<file path="src/rtl/apb_cfg_responder.sv">
// APB3 completer for the accelerator configuration space.
// A zero-wait-state responder decodes transfers into a small register file.
// That register file drives start/enables, the BRAM base addresses and the
// validity mask, and records done_tpu as sticky status.
// Optional feature macro: APB_PSLVERR_EN adds the PSLVERR output. PSLVERR
// flags accesses to unmapped offsets and writes to ID.
module apb_cfg_responder #(
  parameter int REG_ADDRWIDTH = 8,
  parameter int REG_DATAWIDTH = 32,
  parameter int AWIDTH        = 10,
  parameter int MASK_WIDTH    = 8
) (
  input  logic                     clk,
  input  logic                     resetn,
  input  logic [REG_ADDRWIDTH-1:0] PADDR,
  input  logic                     PWRITE,
  input  logic                     PSEL,
  input  logic                     PENABLE,
  input  logic [REG_DATAWIDTH-1:0] PWDATA,
  output logic [REG_DATAWIDTH-1:0] PRDATA,
  output logic                     PREADY,
`ifdef APB_PSLVERR_EN
  output logic                     PSLVERR,
`endif
  input  logic                     done_tpu,
  output logic                     start_tpu,
  output logic                     enable_matmul,
  output logic                     enable_norm,
  output logic                     enable_pool,
  output logic                     enable_activation,
  output logic [AWIDTH-1:0]        address_mat_a,
  output logic [AWIDTH-1:0]        address_mat_b,
  output logic [AWIDTH-1:0]        address_mat_c,
  output logic [MASK_WIDTH-1:0]    validity_mask
);

  localparam int IDX_W = REG_ADDRWIDTH - 2;

  // Word indices: the byte offset shifted right by two.
  localparam logic [IDX_W-1:0] IDX_CTRL   = IDX_W'(0);
  localparam logic [IDX_W-1:0] IDX_STATUS = IDX_W'(1);
  localparam logic [IDX_W-1:0] IDX_ADDR_A = IDX_W'(2);
  localparam logic [IDX_W-1:0] IDX_ADDR_B = IDX_W'(3);
  localparam logic [IDX_W-1:0] IDX_ADDR_C = IDX_W'(4);
  localparam logic [IDX_W-1:0] IDX_MASK   = IDX_W'(5);
  localparam logic [IDX_W-1:0] IDX_ID     = IDX_W'(6);

  localparam logic [REG_DATAWIDTH-1:0] ID_VALUE = REG_DATAWIDTH'(32'h5450_5501);

  typedef enum logic {IDLE, ACCESS} state_t;

  state_t                  state;
  logic [IDX_W-1:0]        idx_lat;
  logic                    write_lat;

  logic [4:0]              ctrl_q;
  logic                    done_sticky;
  logic [AWIDTH-1:0]       addr_a_q;
  logic [AWIDTH-1:0]       addr_b_q;
  logic [AWIDTH-1:0]       addr_c_q;
  logic [MASK_WIDTH-1:0]   mask_q;

  logic [IDX_W-1:0]        setup_idx;
  logic [REG_DATAWIDTH-1:0] rd_data;
  logic                    commit_wr;
  logic                    wr_ctrl;
  logic                    wr_status;
  logic                    wr_addr_a;
  logic                    wr_addr_b;
  logic                    wr_addr_c;
  logic                    wr_mask;

  // Byte-lane bits of PADDR and the upper PWDATA bits are intentionally dropped.
  logic                    unused_bits;
  assign unused_bits = ^{PADDR[1:0], PWDATA};

  assign setup_idx = PADDR[REG_ADDRWIDTH-1:2];

  // A write commits only on the access edge, using the address latched at setup.
  assign commit_wr = (state == ACCESS) && PSEL && PENABLE && write_lat;
  assign wr_ctrl   = commit_wr && (idx_lat == IDX_CTRL);
  assign wr_status = commit_wr && (idx_lat == IDX_STATUS);
  assign wr_addr_a = commit_wr && (idx_lat == IDX_ADDR_A);
  assign wr_addr_b = commit_wr && (idx_lat == IDX_ADDR_B);
  assign wr_addr_c = commit_wr && (idx_lat == IDX_ADDR_C);
  assign wr_mask   = commit_wr && (idx_lat == IDX_MASK);

  assign PREADY = (state == ACCESS);

`ifdef APB_PSLVERR_EN
  // Error decode uses the setup-phase address and direction, held for the access.
  assign PSLVERR = (state == ACCESS) &&
                   ((idx_lat > IDX_ID) || (write_lat && (idx_lat == IDX_ID)));
`endif

  // Read mux evaluated on the setup-phase address; unused bits and offsets read 0.
  always_comb begin
    rd_data = '0;
    case (setup_idx)
      IDX_CTRL:   rd_data[4:0]            = ctrl_q;
      IDX_STATUS: rd_data[1:0]            = {ctrl_q[0], done_sticky};
      IDX_ADDR_A: rd_data[AWIDTH-1:0]     = addr_a_q;
      IDX_ADDR_B: rd_data[AWIDTH-1:0]     = addr_b_q;
      IDX_ADDR_C: rd_data[AWIDTH-1:0]     = addr_c_q;
      IDX_MASK:   rd_data[MASK_WIDTH-1:0] = mask_q;
      IDX_ID:     rd_data                 = ID_VALUE;
      default:    rd_data                 = '0;
    endcase
  end

  // Transfer FSM: latch setup-phase controls and load PRDATA on a read setup.
  always_ff @(posedge clk) begin
    if (!resetn) begin
      state     <= IDLE;
      idx_lat   <= '0;
      write_lat <= 1'b0;
      PRDATA    <= '0;
    end else begin
      case (state)
        IDLE: begin
          if (PSEL && !PENABLE) begin
            state     <= ACCESS;
            idx_lat   <= setup_idx;
            write_lat <= PWRITE;
            if (!PWRITE) begin
              PRDATA <= rd_data;
            end
          end
        end
        ACCESS: begin
          if (!PSEL || PENABLE) begin
            state <= IDLE;
          end
        end
        default: state <= IDLE;
      endcase
    end
  end

  // Register file: a CTRL write beats the done-clear; a done set beats the W1C.
  always_ff @(posedge clk) begin
    if (!resetn) begin
      ctrl_q      <= '0;
      done_sticky <= 1'b0;
      addr_a_q    <= '0;
      addr_b_q    <= '0;
      addr_c_q    <= '0;
      mask_q      <= '0;
    end else begin
      if (wr_ctrl) begin
        ctrl_q <= PWDATA[4:0];
      end else if (done_tpu) begin
        ctrl_q[0] <= 1'b0;
      end

      if (done_tpu) begin
        done_sticky <= 1'b1;
      end else if (wr_status && PWDATA[0]) begin
        done_sticky <= 1'b0;
      end

      if (wr_addr_a) addr_a_q <= PWDATA[AWIDTH-1:0];
      if (wr_addr_b) addr_b_q <= PWDATA[AWIDTH-1:0];
      if (wr_addr_c) addr_c_q <= PWDATA[AWIDTH-1:0];
      if (wr_mask)   mask_q   <= PWDATA[MASK_WIDTH-1:0];
    end
  end

  assign start_tpu         = ctrl_q[0];
  assign enable_matmul     = ctrl_q[1];
  assign enable_norm       = ctrl_q[2];
  assign enable_pool       = ctrl_q[3];
  assign enable_activation = ctrl_q[4];
  assign address_mat_a     = addr_a_q;
  assign address_mat_b     = addr_b_q;
  assign address_mat_c     = addr_c_q;
  assign validity_mask     = mask_q;

endmodule

</file>
<file path="config.mk">
export PLATFORM = sky130hd
export DESIGN_NAME = apb_cfg_responder
export DESIGN_NICKNAME = d
export VERILOG_FILES = /design/src/rtl/apb_cfg_responder.sv
export SDC_FILE = /design/constraint.sdc
export NUM_CORES = 1
export LEC_CHECK = 0
export CORE_ASPECT_RATIO = 1.4
export CORE_UTILIZATION = 43
export DETAILED_ROUTE_END_ITERATION = 7
export PLACE_DENSITY = 0.81
export SYNTH_ARGS = -nofsm -noshare
export SYNTH_HDL_FRONTEND = slang
export SYNTH_SLANG_ARGS = --single-unit
</file>
<file path="constraint.sdc">
create_clock -name clk -period 1.85 [get_ports clk]
set_clock_uncertainty 0.2 [all_clocks]
set_input_delay 0.2775 -clock clk [delete_from_list [all_inputs] [get_ports clk]]
set_output_delay 0.2775 -clock clk [all_outputs]
set_load 0.02 [all_outputs]
</file>
### Yosys cells after proc, flatten, opt, wreduce, memory -nomap -nowiden

Cells that the tools add are included.

| word-level totals | value |
|---|---|
| bits in writable memories | 0 |
| ROM bits | 0 |
| logic and storage cells | 56 |
| output and inout port bits | 76 |
| register bits | 84 |
| memories | 0 |
| bits in latches | 0 |

| operators by class | value |
|---|---|
| add/sub/neg operators | 0 |
| shift-type cells | 0 |
| bitwise operators | 2 |
| mux-type cells | 12 |
| reduce and logical (&&, ||, !) cells | 20 |
| div/mod/pow operators | 0 |
| equality and inequality tests | 11 |
| order comparisons | 0 |
| $mul | 0 |

Operator list:

| cell | number |
|---|---|
| == test 6 x 3 -> 1 bit, second input constant | 5 |
| == test 6 x 2 -> 1 bit, second input constant | 4 |
| 2-to-1 mux 21 bit | 1 |
| one-hot mux 3 bit (5 select lines) | 1 |
| one-hot mux 2 bit (7 select lines) | 1 |
| == test 6 x 1 -> 1 bit, second input constant | 2 |
| zero test 6 bit | 2 |
| one-hot mux 3 bit (4 select lines) | 1 |
| logical AND 1 bit | 11 |
| one-hot mux 2 bit (4 select lines) | 1 |
| 2-to-1 mux 1 bit | 6 |
| nonzero test 2 bit | 2 |
| AND reduction 3 bit | 1 |
| zero test 1 bit | 2 |
| inverter 1 bit | 2 |
| one-hot mux 1 bit (2 select lines) | 1 |
| AND reduction 2 bit | 1 |
| logical OR 1 bit | 1 |

### Logic depth before layout (Yosys ltp)

Gate-level depths: netlist of the first run.

| logic depth | value |
|---|---|
| word-level depth | 7 |
| gate-level depth with buffers | 6 |
| depth with buffers taken out | 4 |

### Worst setup path after synthesis of the first run

OpenSTA, ideal clock, no wires.

| timing path | value |
|---|---|
| path kind | register to register |
| from | register state, in the netlist PREADY |
| to | register PRDATA[5] |
| buffers on the path | 1 |
| required time | 1.533 ns |
| clock period less this slack | 1.604 ns |
| cell stages (with the launch flop) | 5 |
| slack | 0.246 ns |
| arrival time | 1.287 ns |
| path through | dfxtp_1 > nor4b_4 > nor2b_1 > clkbuf_1 > a22o_1 |

| on the way | value |
|---|---|
| cells in the longest elaborated chain, start to end | 2 |

RTL lines:

| element | line | text |
|---|---|---|
| start: declaration | 52 | `state_t state;` |
| start signal: assignment | 114 | `state <= IDLE;` |
| start signal: assignment | 122 | `state <= ACCESS;` |
| start signal: assignment | 132 | `state <= IDLE;` |
| inverter 1 bit (no source line) | n/a |  |
| AND reduction 3 bit (no source line) | n/a |  |
| end signal: assignment | 126 | `PRDATA <= rd_data;` |
| end: declaration | 20 | `output logic [REG_DATAWIDTH-1:0] PRDATA,` |

Every way passes these cells.
A chain may end at the register's enable or synchronous reset.

### Worst setup path in the final report of the first run

| timing path | value |
|---|---|
| from | register mask_q[2], in the netlist validity_mask[2] |
| to | output port validity_mask[2] |

RTL lines:

| element | line | text |
|---|---|---|
| start: declaration | 61 | `logic [MASK_WIDTH-1:0] mask_q;` |
| start signal: assignment | 165 | `if (wr_mask) mask_q <= PWDATA[MASK_WIDTH-1:0];` |
| end: declaration | 34 | `output logic [MASK_WIDTH-1:0] validity_mask` |

No word-level cell between the ends.

==> results by group, run 1 <==
Die
  – Die area: 7090 µm²
  – Starting Density: 44.2%
  – Num rows: 35
  – Die X: 71.5 µm
  – Core area: 6570 µm²
  – Io pins: 122
  – Die Y-Extent: 99.2 µm

Synthesis
  – Synthesized cell area: 2900 µm²
  – Syn Inst Count: 311
  – EDFF count, synth: 0
  – Synth area leaders: dfxtp_1 (43%), mux2i_1 (17%), nand2_1 (6.7%), buf_4 (6.2%), o21ai_0 (3.3%)
  – Synthesis warning total: 0
  – Area fraction of the dominant cell type after synthesis: 43.4%
  – Commonest cells post-synth: dfxtp_1 (63), nand2_1 (52), mux2i_1 (48), buf_4 (24), o21ai_0 (19)
  – Area leader, netlist: dfxtp_1
  – Register area share after synthesis: 43.4%
  – Ys async rst share: 0%
  – Register bit total from synthesis: 63
  – Post-synthesis cell type count: 39
  – Ys flop type: dfxtp_1
  – Post-Syn Area per Cell: 9.34 µm²
  – Most numerous cell in the Yosys netlist: dfxtp_1

Power
  – Leakage: 1.64 nW
  – Int Power: 1.98 mW
  – Pwr Density: 653 nW/µm²
  – Net switching power: 0.652 mW
  – Power share of the clock group: 38.4%
  – Comb pwr share: 9.1%
  – Peak VDD IR: 0.361 mV
  – Switching Share: 24.8%
  – Sequential power share: 52.5%

Final layout
  – ANT cells: 0
  – Layout Nets: 453
  – Area Growth Syn to Fin: 38.6%
  – Layout fillers: 560
  – Fraction of layout cells with a size suffix above 1: 13.9%
  – Area taken by multi-input logic gates: 1440 µm²
  – Sequential cell area: 1260 µm²

Routing
  – Pre-antenna DRT Iters: 4
  – Vias/cell: 5.19
  – Via count: 2518
  – WL/cell: 15.2 µm
  – DRC Markers: 0
  – First-iteration detailed-routing DRC count: 111
  – Final ANT Viol Nets: 0
  – Routed wire length: 7.36 mm

CTS
  – CTS tree: yes
  – Clock sink count: 63
  – Hold-fix buffers, CTS: 0
  – Bufs on Longest Clock Path: 2
  – H-tree depth: 3
  – CTS root buffer: clkbuf_8
  – Skew-Pair Late Insertion Delay: 340 ps
  – Total CTS buffers: 9
  – Clk slew on worst S/H paths: 70 ps

Global route
  – Number of global-route vias before repair: 2447
  – Largest net degree at the start of global routing: 58
  – Gr usage total: 21.3%
  – First-pass GRT wire length: 11.6 mm
  – Initial antenna violation count: 0
  – Grt ovf: 0

Flow run
  – Max cap viols: 0

Setup path
  – Slowest-stage cell, CP: clkdlybuf4s50_1
  – Critical Path AT: 1340 ps
  – CP required: 1370 ps
  – Crit. End Element: primary output
  – CP peak stage delay: 620 ps
  – CP Buf/Inv Count: 1
  – CP startpoint kind: flip-flop
  – Top delay family on crit path: buffers and inverters
  – CP Max Fanout: 3
  – Worst-path cell chain: clkdlybuf4s50_1
  – CP Class: flip-flop to primary output

STA
  – Fin crit period: 1820 ps
  – Final Hold Vio Count: 0
  – Unrepaired setup endpoints after global routing: false
  – Maximum clock rate: 551 MHz
  – Worst Slack Setup Final: 34.4 ps
  – Final setup violation count: 0
  – Max-slew violations: 0
  – Setup TNS: 0 ps
  – Period utilization: 98.1%
  – Final hold slack: 66.1 ps

Outcome
  – Status: finished, final reports clean

Placed design
  – Gpl congestion: 0.848
  – Pre-CTS setup slack: -325 ps
  – Detail Placement HPWL: 5.49 mm
  – Port bufs: 83

Hold path
  – Worst hold path type: primary input to flip-flop
cells in the final DEF (no fill, tap or decap), drive strengths merged, types with 2 or more instances in the layout:
cell type	count
nor2	5
and4bb	2
mux2	3
clkbuf	10
o21ai	23
conb	14
a22o	4
mux2i	48
a31oi	2
o22ai	4
dfxtp	63
nor3b	2
dlygate4sd2	9
clkinv	5
nor2b	8
nand2	52
nor3	5
clkdlybuf4s50	65
or3b	2
dlymetal6s2s	8
nand2b	6
a221oi	2
nand3	18
and3b	2
buf	30
a21oi	9
cell families after synthesis:
group                  synth area share (%)
muxes                                  17.7
other                                 0.129
and+or+nand+nor                        20.4
AOI/OAI and AO/OA                      9.39
DFF                                    43.4
buffers and inverters                  8.92
worst paths after layout:
check	from	to	slack (ps)	depth (start not counted)
min	PSEL	PREADY	70	2
max reg2reg	idx_lat[5]	address_mat_a[4]	100	5
min reg2reg	PRDATA[2]	PRDATA[2]	250	2
max	validity_mask[2]	validity_mask[2]	30	1
sequential cells by signal (all words and copies together), names as in the netlist:
signal,cells
PREADY,1
address_mat_a,10
done_sticky,1
ctrl_q,5
address_mat_c,10
idx_lat,6
validity_mask,8
address_mat_b,10
write_lat,1
PRDATA,11
power groups by stage:
stage                     logic (mW)  registers (mW)  clock network [mW]
after detailed placement       0.237            1.41                   0
after floorplan                0.154            1.41                   0
after CTS                      0.237            1.38                1.01
after global routing           0.260            1.38                1.07
after global placement         0.234            1.41                   0
final                          0.240            1.38                1.01
area by class of cell:
cell class              instances  share of cell area [%]
well taps                      74                    2.30
clock buffers                  10                    3.42
flip-flops and latches         63                    31.3
repair buffers                112                    26.6
multi-input cells             220                    35.7
clock inverters                 5                   0.622
inverters                       1                  0.0933
through the flow:
stage	std cells	utilization (%)	total power, mW	cell area (µm²)
2_1_floorplan	324	-	1.56	2950
3_3_place_gp	469	58.4	1.64	3840
3_5_place_dp	469	58.4	1.65	3840
4_1_cts	484	60.7	2.63	3990
5_1_grt	485	61.3	2.71	4020
6_report	485	61.3	2.63	4020
what timing repair did:
item | CTS | global route
endpoints found under the setup margin | 9 | 39
pin swaps | 0 | 1
buffers inserted | 0 | 1
gates resized for setup | 9 | 10
metal layers:
metal / vias up / GRT usage [%] / share of wire [%]
li1: 1232 / - / -
met1: 1185 / 23.1 / 41
met2: 88 / 38.2 / 52
met3: 13 / 3.24 / 4.5
met4: 0 / 13.4 / 2.1
met5: - / 0 / 0
Note: power is estimated with default switching activity, not from simulation.
==> run 2: changes to the inputs <==
CTS_BUF_LIST = sky130_fd_sc_hd__clkbuf_16   (was not set)
==> run 2 against run 1 <==
  * Non-clock buffer count grew 1
  * Critical endpoint is now address_mat_c[2]
  * Cell count is 0.21% higher
  * Register-to-register slack better by 60 ps
  * Sequential power hardly changed
  * Fmax is 0.30% higher
==> results by group, run 2 (synthesized netlist as in run 1, its figures left out) <==
Outcome
  – Status: finished, final reports clean (unchanged)

Power
  – Pwr Density: 739 nW/µm² (was 653 nW/µm²)
  – Switching Share: 22.8% (was 24.8%)
  – Sequential power share: 45.3% (was 52.5%)
  – Power, Total: 3.05 mW (was 2.63 mW)
  – Peak VDD IR: 0.529 mV (was 0.361 mV)
  – Power share of the clock group: 46.7% (was 38.4%)
  – Comb pwr share: 8.0% (was 9.1%)
  – Net switching power: 0.695 mW (was 0.652 mW)
  – Int Power: 2.36 mW (was 1.98 mW)
  – Leakage: 1.57 nW (was 1.64 nW)

Final layout
  – Fraction of layout cells with a size suffix above 1: 13.8% (was 13.9%)
  – Area taken by multi-input logic gates: 1450 µm² (was 1440 µm²)
  – Cell area after layout: 4130 µm² (was 4020 µm²)
  – Sequential cell area: 1260 µm² (unchanged)
  – Commonest cells after routing, fill and taps aside: clkdlybuf4s50_1 (72), dfxtp_1 (63), nand2_1 (52), mux2i_1 (48), buf_4 (25) (was clkdlybuf4s50_1 (65), dfxtp_1 (63), nand2_1 (52), mux2i_1 (48), buf_4 (27))
  – Top reg by flops: PRDATA (unchanged)
  – Layout fillers: 528 (was 560)
  – Layout Nets: 454 (was 453)
  – Largest register FFs: 11 (unchanged)
  – ANT cells: 0 (unchanged)
  – Area Growth Syn to Fin: 42.2% (was 38.6%)
  – Commonest non-fill, non-tap cell in the layout: clkdlybuf4s50_1 (unchanged)

CTS
  – CTS tree: yes (unchanged)
  – Total CTS buffers: 9 (unchanged)
  – Skew-Pair Late Insertion Delay: 320 ps (was 340 ps)
  – Clock sink count: 63 (unchanged)
  – CTS root buffer: clkbuf_16 (was clkbuf_8)
  – Clk slew on worst S/H paths: 50 ps (was 70 ps)
  – Bufs on Longest Clock Path: 2 (unchanged)
  – Hold-fix buffers, CTS: 0 (unchanged)
  – H-tree depth: 3 (unchanged)

Hold path
  – WHS Path Cells: 2 (unchanged)
  – Hold endpoint: PRDATA[28] (was PREADY)
  – Worst hold path type: primary input to flip-flop (unchanged)
  – Hold path startpoint: resetn (was PSEL)

Placed design
  – Dpl cell area: 3840 µm² (unchanged)
  – Detail Placement HPWL: 5.49 mm (unchanged)
  – Pre-CTS setup slack: -325 ps (unchanged)
  – Port bufs: 83 (unchanged)
  – Gpl congestion: 0.848 (unchanged)

Routing
  – DRC Markers: 0 (unchanged)
  – Vias/cell: 5.26 (was 5.19)
  – WL/cell: 15.3 µm (was 15.2 µm)
  – Via count: 2556 (was 2518)
  – Routed wire length: 7.45 mm (was 7.36 mm)
  – First-iteration detailed-routing DRC count: 194 (was 111)
  – Pre-antenna DRT Iters: 5 (was 4)
  – Final ANT Viol Nets: 0 (unchanged)

Setup path
  – CP startpoint kind: flip-flop (unchanged)
  – CP Buf/Inv Count: 1 (unchanged)
  – CP required: 1370 ps (about the same)
  – Worst r2r dst: address_mat_b[1] (was address_mat_a[4])
  – Crit. End Element: primary output (unchanged)
  – Internal reg-to-reg setup slack: 160 ps (was 100 ps)
  – Slowest-stage cell, CP: clkdlybuf4s50_1 (unchanged)
  – Reg2Reg Depth: 5 (unchanged)
  – Top delay family on crit path: buffers and inverters (unchanged)
  – CP Max Fanout: 3 (unchanged)
  – FF-to-FF Start: idx_lat[5] (unchanged)
  – Critical Path AT: 1330 ps (was 1340 ps)
  – Worst-path cell chain: clkdlybuf4s50_1 (unchanged)
  – CP Class: flip-flop to primary output (unchanged)
  – CP peak stage delay: 640 ps (was 620 ps)

Global route
  – Gr usage total: 21.8% (was 21.3%)
  – Initial antenna violation count: 0 (unchanged)
  – Largest net degree at the start of global routing: 58 (unchanged)
  – Number of global-route vias before repair: 2435 (was 2447)
  – First-pass GRT wire length: 11.8 mm (was 11.6 mm)
  – Grt ovf: 0 (unchanged)

Die
  – Die area: 7090 µm² (unchanged)
  – Core area: 6570 µm² (unchanged)
  – Die Y-Extent: 99.2 µm (unchanged)
  – Die X: 71.5 µm (unchanged)
  – Num rows: 35 (unchanged)
  – Io pins: 122 (unchanged)
  – Starting Density: 44.2% (unchanged)

STA
  – Period utilization: 97.8% (was 98.1%)
  – Fin crit period: 1810 ps (was 1820 ps)
  – Maximum clock rate: 552 MHz (was 551 MHz)
  – Unrepaired setup endpoints after global routing: false (unchanged)
  – Max-slew violations: 0 (unchanged)
  – Worst Slack Setup Final: 39.8 ps (was 34.4 ps)
  – Final Hold Vio Count: 0 (unchanged)
  – Final setup violation count: 0 (unchanged)
  – Setup TNS: 0 ps (unchanged)

Flow run
  – Max cap viols: 0 (unchanged)
-- run 2: cell types whose count changed in the layout (fill, tap and decap cells not counted), sizes merged --
cell           delta
clkbuf            -1
clkinv            +1
clkdlybuf4s50     +7
dlymetal6s2s      -7
buf               +1
-- run 2: what timing repair did --
action,4_1_cts,5_1_grt
pin swaps,0,2
setup endpoints to repair,16,36
cloned,0,0
resized for setup,9,8
setup buffers,0,2
-- run 2: power by group through the flow --
stage | clock network (mW) | registers, mW | logic, mW
6_report | 1.42 | 1.38 | 0.244
5_1_grt | 1.51 | 1.38 | 0.265
4_1_cts | 1.44 | 1.38 | 0.239
3_5_place_dp | 0 | 1.41 | 0.237
3_3_place_gp | 0 | 1.41 | 0.234
2_1_floorplan | 0 | 1.41 | 0.154
-- run 2: worst max path at each step --
stage                           from          endpoint  cells past startpoint
finish              address_mat_c[2]  address_mat_c[2]                      1
global placement                PSEL  address_mat_b[6]                      6
global route        address_mat_c[4]  address_mat_c[4]                      1
CTS                             PSEL  address_mat_b[8]                      6
detailed placement              PSEL  address_mat_b[9]                      6
floorplan                     PREADY         PRDATA[5]                      4
-- run 2: area by class of cell --
type | count | area share, %
repair buffers | 113 | 25.9
inverters | 1 | 0.0909
clock inverters | 6 | 0.697
clock buffers | 9 | 5.45
multi-input cells | 220 | 35.1
well taps | 74 | 2.24
flip-flops and latches | 63 | 30.5
-- run 2: metrics by stage --
step | util, % | instances | hold slack (ps)
floorplan | - | 324 | 233
global placement | 58.4 | 469 | 239
detailed placement | 58.4 | 469 | 244
CTS | 62.1 | 484 | 90.9
global route | 62.9 | 486 | 104
finish | 62.9 | 486 | 96.0
-- run 2: per-layer routing --
layer | vias up | share of wire [%] | global-route usage [%] | wire length [µm]
met2 | 113 | 53 | 39.3 | 3960
li1 | 1238 | - | - | -
met1 | 1190 | 39 | 23.7 | 2920
met3 | 15 | 5.8 | 4.56 | 429
met4 | 0 | 1.9 | 11.0 | 144
met5 | - | 0 | 0 | 0
==> run 3: changes to the inputs <==
CORE_ASPECT_RATIO = 1.75   (was 1.4)
HOLD_SLACK_MARGIN = 0.08   (was not set)
PLACE_DENSITY = not set   (was 0.81)
PLACE_DENSITY_LB_ADDON = 0.1   (was not set)
==> run 3 against run 2 <==
  * Worst setup slack better by 10 ps
  * Sequential power hardly changed
  * Power is 5.0% higher
  * Clock-buffer cell count stayed put
  * Critical path depth stayed put
  * Die area is 0.12% higher
  * Largest cell class unchanged
  * Largest power group unchanged
==> results by group, run 3 (synthesized netlist as in run 1, its figures left out) <==
Placed design
  – Gpl congestion: 0.816 (was 0.848)
  – Dpl cell area: 3850 µm² (was 3840 µm²)
  – Port bufs: 83 (unchanged)
  – Detail Placement HPWL: 5.27 mm (was 5.49 mm)
  – Pre-CTS setup slack: -339 ps (was -325 ps)

Final layout
  – Largest register FFs: 11 (unchanged)
  – Commonest non-fill, non-tap cell in the layout: clkdlybuf4s50_1 (unchanged)
  – Area Growth Syn to Fin: 42.7% (was 42.2%)
  – Fraction of layout cells with a size suffix above 1: 12.9% (was 13.8%)
  – Cell area after layout: 4140 µm² (was 4130 µm²)
  – Sequential cell area: 1260 µm² (unchanged)
  – Area taken by multi-input logic gates: 1450 µm² (unchanged)
  – Commonest cells after routing, fill and taps aside: clkdlybuf4s50_1 (71), dfxtp_1 (63), nand2_1 (52), mux2i_1 (48), buf_4 (25) (was clkdlybuf4s50_1 (72), dfxtp_1 (63), nand2_1 (52), mux2i_1 (48), buf_4 (25))
  – ANT cells: 0 (unchanged)
  – Top reg by flops: PRDATA (unchanged)
  – Layout Nets: 451 (was 454)
  – Layout fillers: 606 (was 528)

Setup path
  – Top delay family on crit path: buffers and inverters (unchanged)
  – CP Class: flip-flop to primary output (unchanged)
  – CP Max Fanout: 3 (unchanged)
  – CP peak stage delay: 630 ps (was 640 ps)
  – Slowest-stage cell, CP: clkdlybuf4s50_1 (unchanged)
  – Worst-path cell chain: clkdlybuf4s50_1 (unchanged)
  – CP required: 1370 ps (about the same)
  – Critical Path AT: 1320 ps (was 1330 ps)
  – CP startpoint kind: flip-flop (unchanged)
  – Crit. End Element: primary output (unchanged)
  – CP Buf/Inv Count: 1 (unchanged)

Power
  – Pwr Density: 773 nW/µm² (was 739 nW/µm²)
  – Power share of the clock group: 49.5% (was 46.7%)
  – Switching Share: 22.2% (was 22.8%)
  – Leakage: 1.60 nW (was 1.57 nW)
  – Power, Total: 3.20 mW (was 3.05 mW)
  – Sequential power share: 43.1% (was 45.3%)
  – Peak VDD IR: 0.720 mV (was 0.529 mV)
  – Net switching power: 0.713 mW (was 0.695 mW)
  – Comb pwr share: 7.4% (was 8.0%)
  – Int Power: 2.49 mW (was 2.36 mW)

STA
  – Unrepaired setup endpoints after global routing: false (unchanged)
  – Worst Slack Setup Final: 49.8 ps (was 39.8 ps)
  – Period utilization: 97.3% (was 97.8%)
  – Setup TNS: 0 ps (unchanged)
  – Max-slew violations: 0 (unchanged)
  – Final setup violation count: 0 (unchanged)
  – Final Hold Vio Count: 0 (unchanged)
  – Maximum clock rate: 555 MHz (was 552 MHz)
  – Fin crit period: 1800 ps (was 1810 ps)

Routing
  – Final ANT Viol Nets: 0 (unchanged)
  – Routed wire length: 7.36 mm (was 7.45 mm)
  – WL/cell: 15.0 µm (was 15.3 µm)
  – Via count: 2452 (was 2556)
  – Vias/cell: 4.98 (was 5.26)
  – DRC Markers: 0 (unchanged)
  – First-iteration detailed-routing DRC count: 77 (was 194)
  – Pre-antenna DRT Iters: 4 (was 5)

Global route
  – First-pass GRT wire length: 11.8 mm (about the same)
  – Gr usage total: 21.7% (was 21.8%)
  – Initial antenna violation count: 0 (unchanged)
  – Grt ovf: 0 (unchanged)
  – Number of global-route vias before repair: 2296 (was 2435)
  – Largest net degree at the start of global routing: 37 (was 58)

Die
  – Core area: 6540 µm² (was 6570 µm²)
  – Die Y-Extent: 111 µm (was 99.2 µm)
  – Num rows: 39 (was 35)
  – Die area: 7100 µm² (was 7090 µm²)
  – Die X: 64.1 µm (was 71.5 µm)
  – Io pins: 122 (unchanged)
  – Starting Density: 44.4% (was 44.2%)

CTS
  – Hold-fix buffers, CTS: 0 (unchanged)
  – H-tree depth: 3 (unchanged)
  – CTS root buffer: clkbuf_16 (unchanged)
  – Post-CTS setup buffer count: 0 (unchanged)
  – CTS tree: yes (unchanged)
  – Bufs on Longest Clock Path: 2 (unchanged)
  – Skew-Pair Late Insertion Delay: 330 ps (was 320 ps)
  – Total CTS buffers: 9 (unchanged)
  – Clock sink count: 63 (unchanged)
  – Clk slew on worst S/H paths: 50 ps (about the same)

Hold path
  – Worst hold path type: primary input to flip-flop (unchanged)

Outcome
  – Status: finished, final reports clean (unchanged)

Flow run
  – Max cap viols: 0 (unchanged)
-- run 3: changes by cell type in the layout (fill, tap and decap cells not counted), sizes merged --
cell | previous run | this run
buf | 31 | 28
bufinv | 0 | 1
clkdlybuf4s50 | 72 | 71
clkinv | 6 | 4
dlymetal6s2s | 1 | 2
inv | 1 | 3
-- run 3: worst paths after layout --
| check | from | endpoint | slack, ps | depth (start not counted) |
|---|---|---|---|---|
| setup / recovery | address_mat_b[3] | address_mat_b[3] | 50 | 1 |
| hold / removal | resetn | PRDATA[9] | 240 | 4 |
| setup reg to reg | idx_lat[4] | address_mat_b[8] | 140 | 5 |
| hold reg to reg | PRDATA[9] | PRDATA[9] | 250 | 2 |
-- run 3: cell type report --
cell class | instances | share of cell area (%)
tap | 82 | 2.48
clock buffer | 9 | 5.43
clock inverter | 7 | 1.36
multi-input combinational | 220 | 34.9
sequential | 63 | 30.4
inverter | 1 | 0.0906
timing repair buffer | 110 | 25.3
-- run 3: worst register-to-register path, stage by stage (launching register included) --
cell and delay [ps]:
dfxtp_1 310, and4bb_2 340, nand3_4 140, nor3_4 250
buf_12 180, mux2i_1 220
-- run 3: power groups by stage --
stage / sequential [mW] / clock, mW / combinational [mW]
2_1_floorplan: 1.41 / 0 / 0.154
3_3_place_gp: 1.41 / 0 / 0.233
3_5_place_dp: 1.41 / 0 / 0.235
4_1_cts: 1.38 / 1.60 / 0.237
5_1_grt: 1.38 / 1.66 / 0.257
6_report: 1.38 / 1.59 / 0.237
-- run 3: what timing repair did --
action,4_1_cts,5_1_grt
resized for setup,10,4
endpoints found under the setup margin,12,14
pin swaps,0,1
endpoints found under the hold margin,0,0
-- run 3: metal layers --
| layer | part of all wire [%] | global-route usage (%) | vias to the layer above |
|---|---|---|---|
| li1 | - | - | 1237 |
| met1 | 43 | 26.9 | 1128 |
| met2 | 51 | 36.2 | 76 |
| met3 | 4.5 | 4.22 | 11 |
| met4 | 1.9 | 8.89 | 0 |
| met5 | 0 | 0 | - |
-- run 3: metrics by stage --
stage                     utilization (%)  hold WS, ps  std cells
after detailed placement             58.9          242        476
after global routing                 63.4          258        492
final                                63.4          242        492
after global placement               58.9          238        476
after floorplan                         -          233        324
after CTS                            63.1          238        492
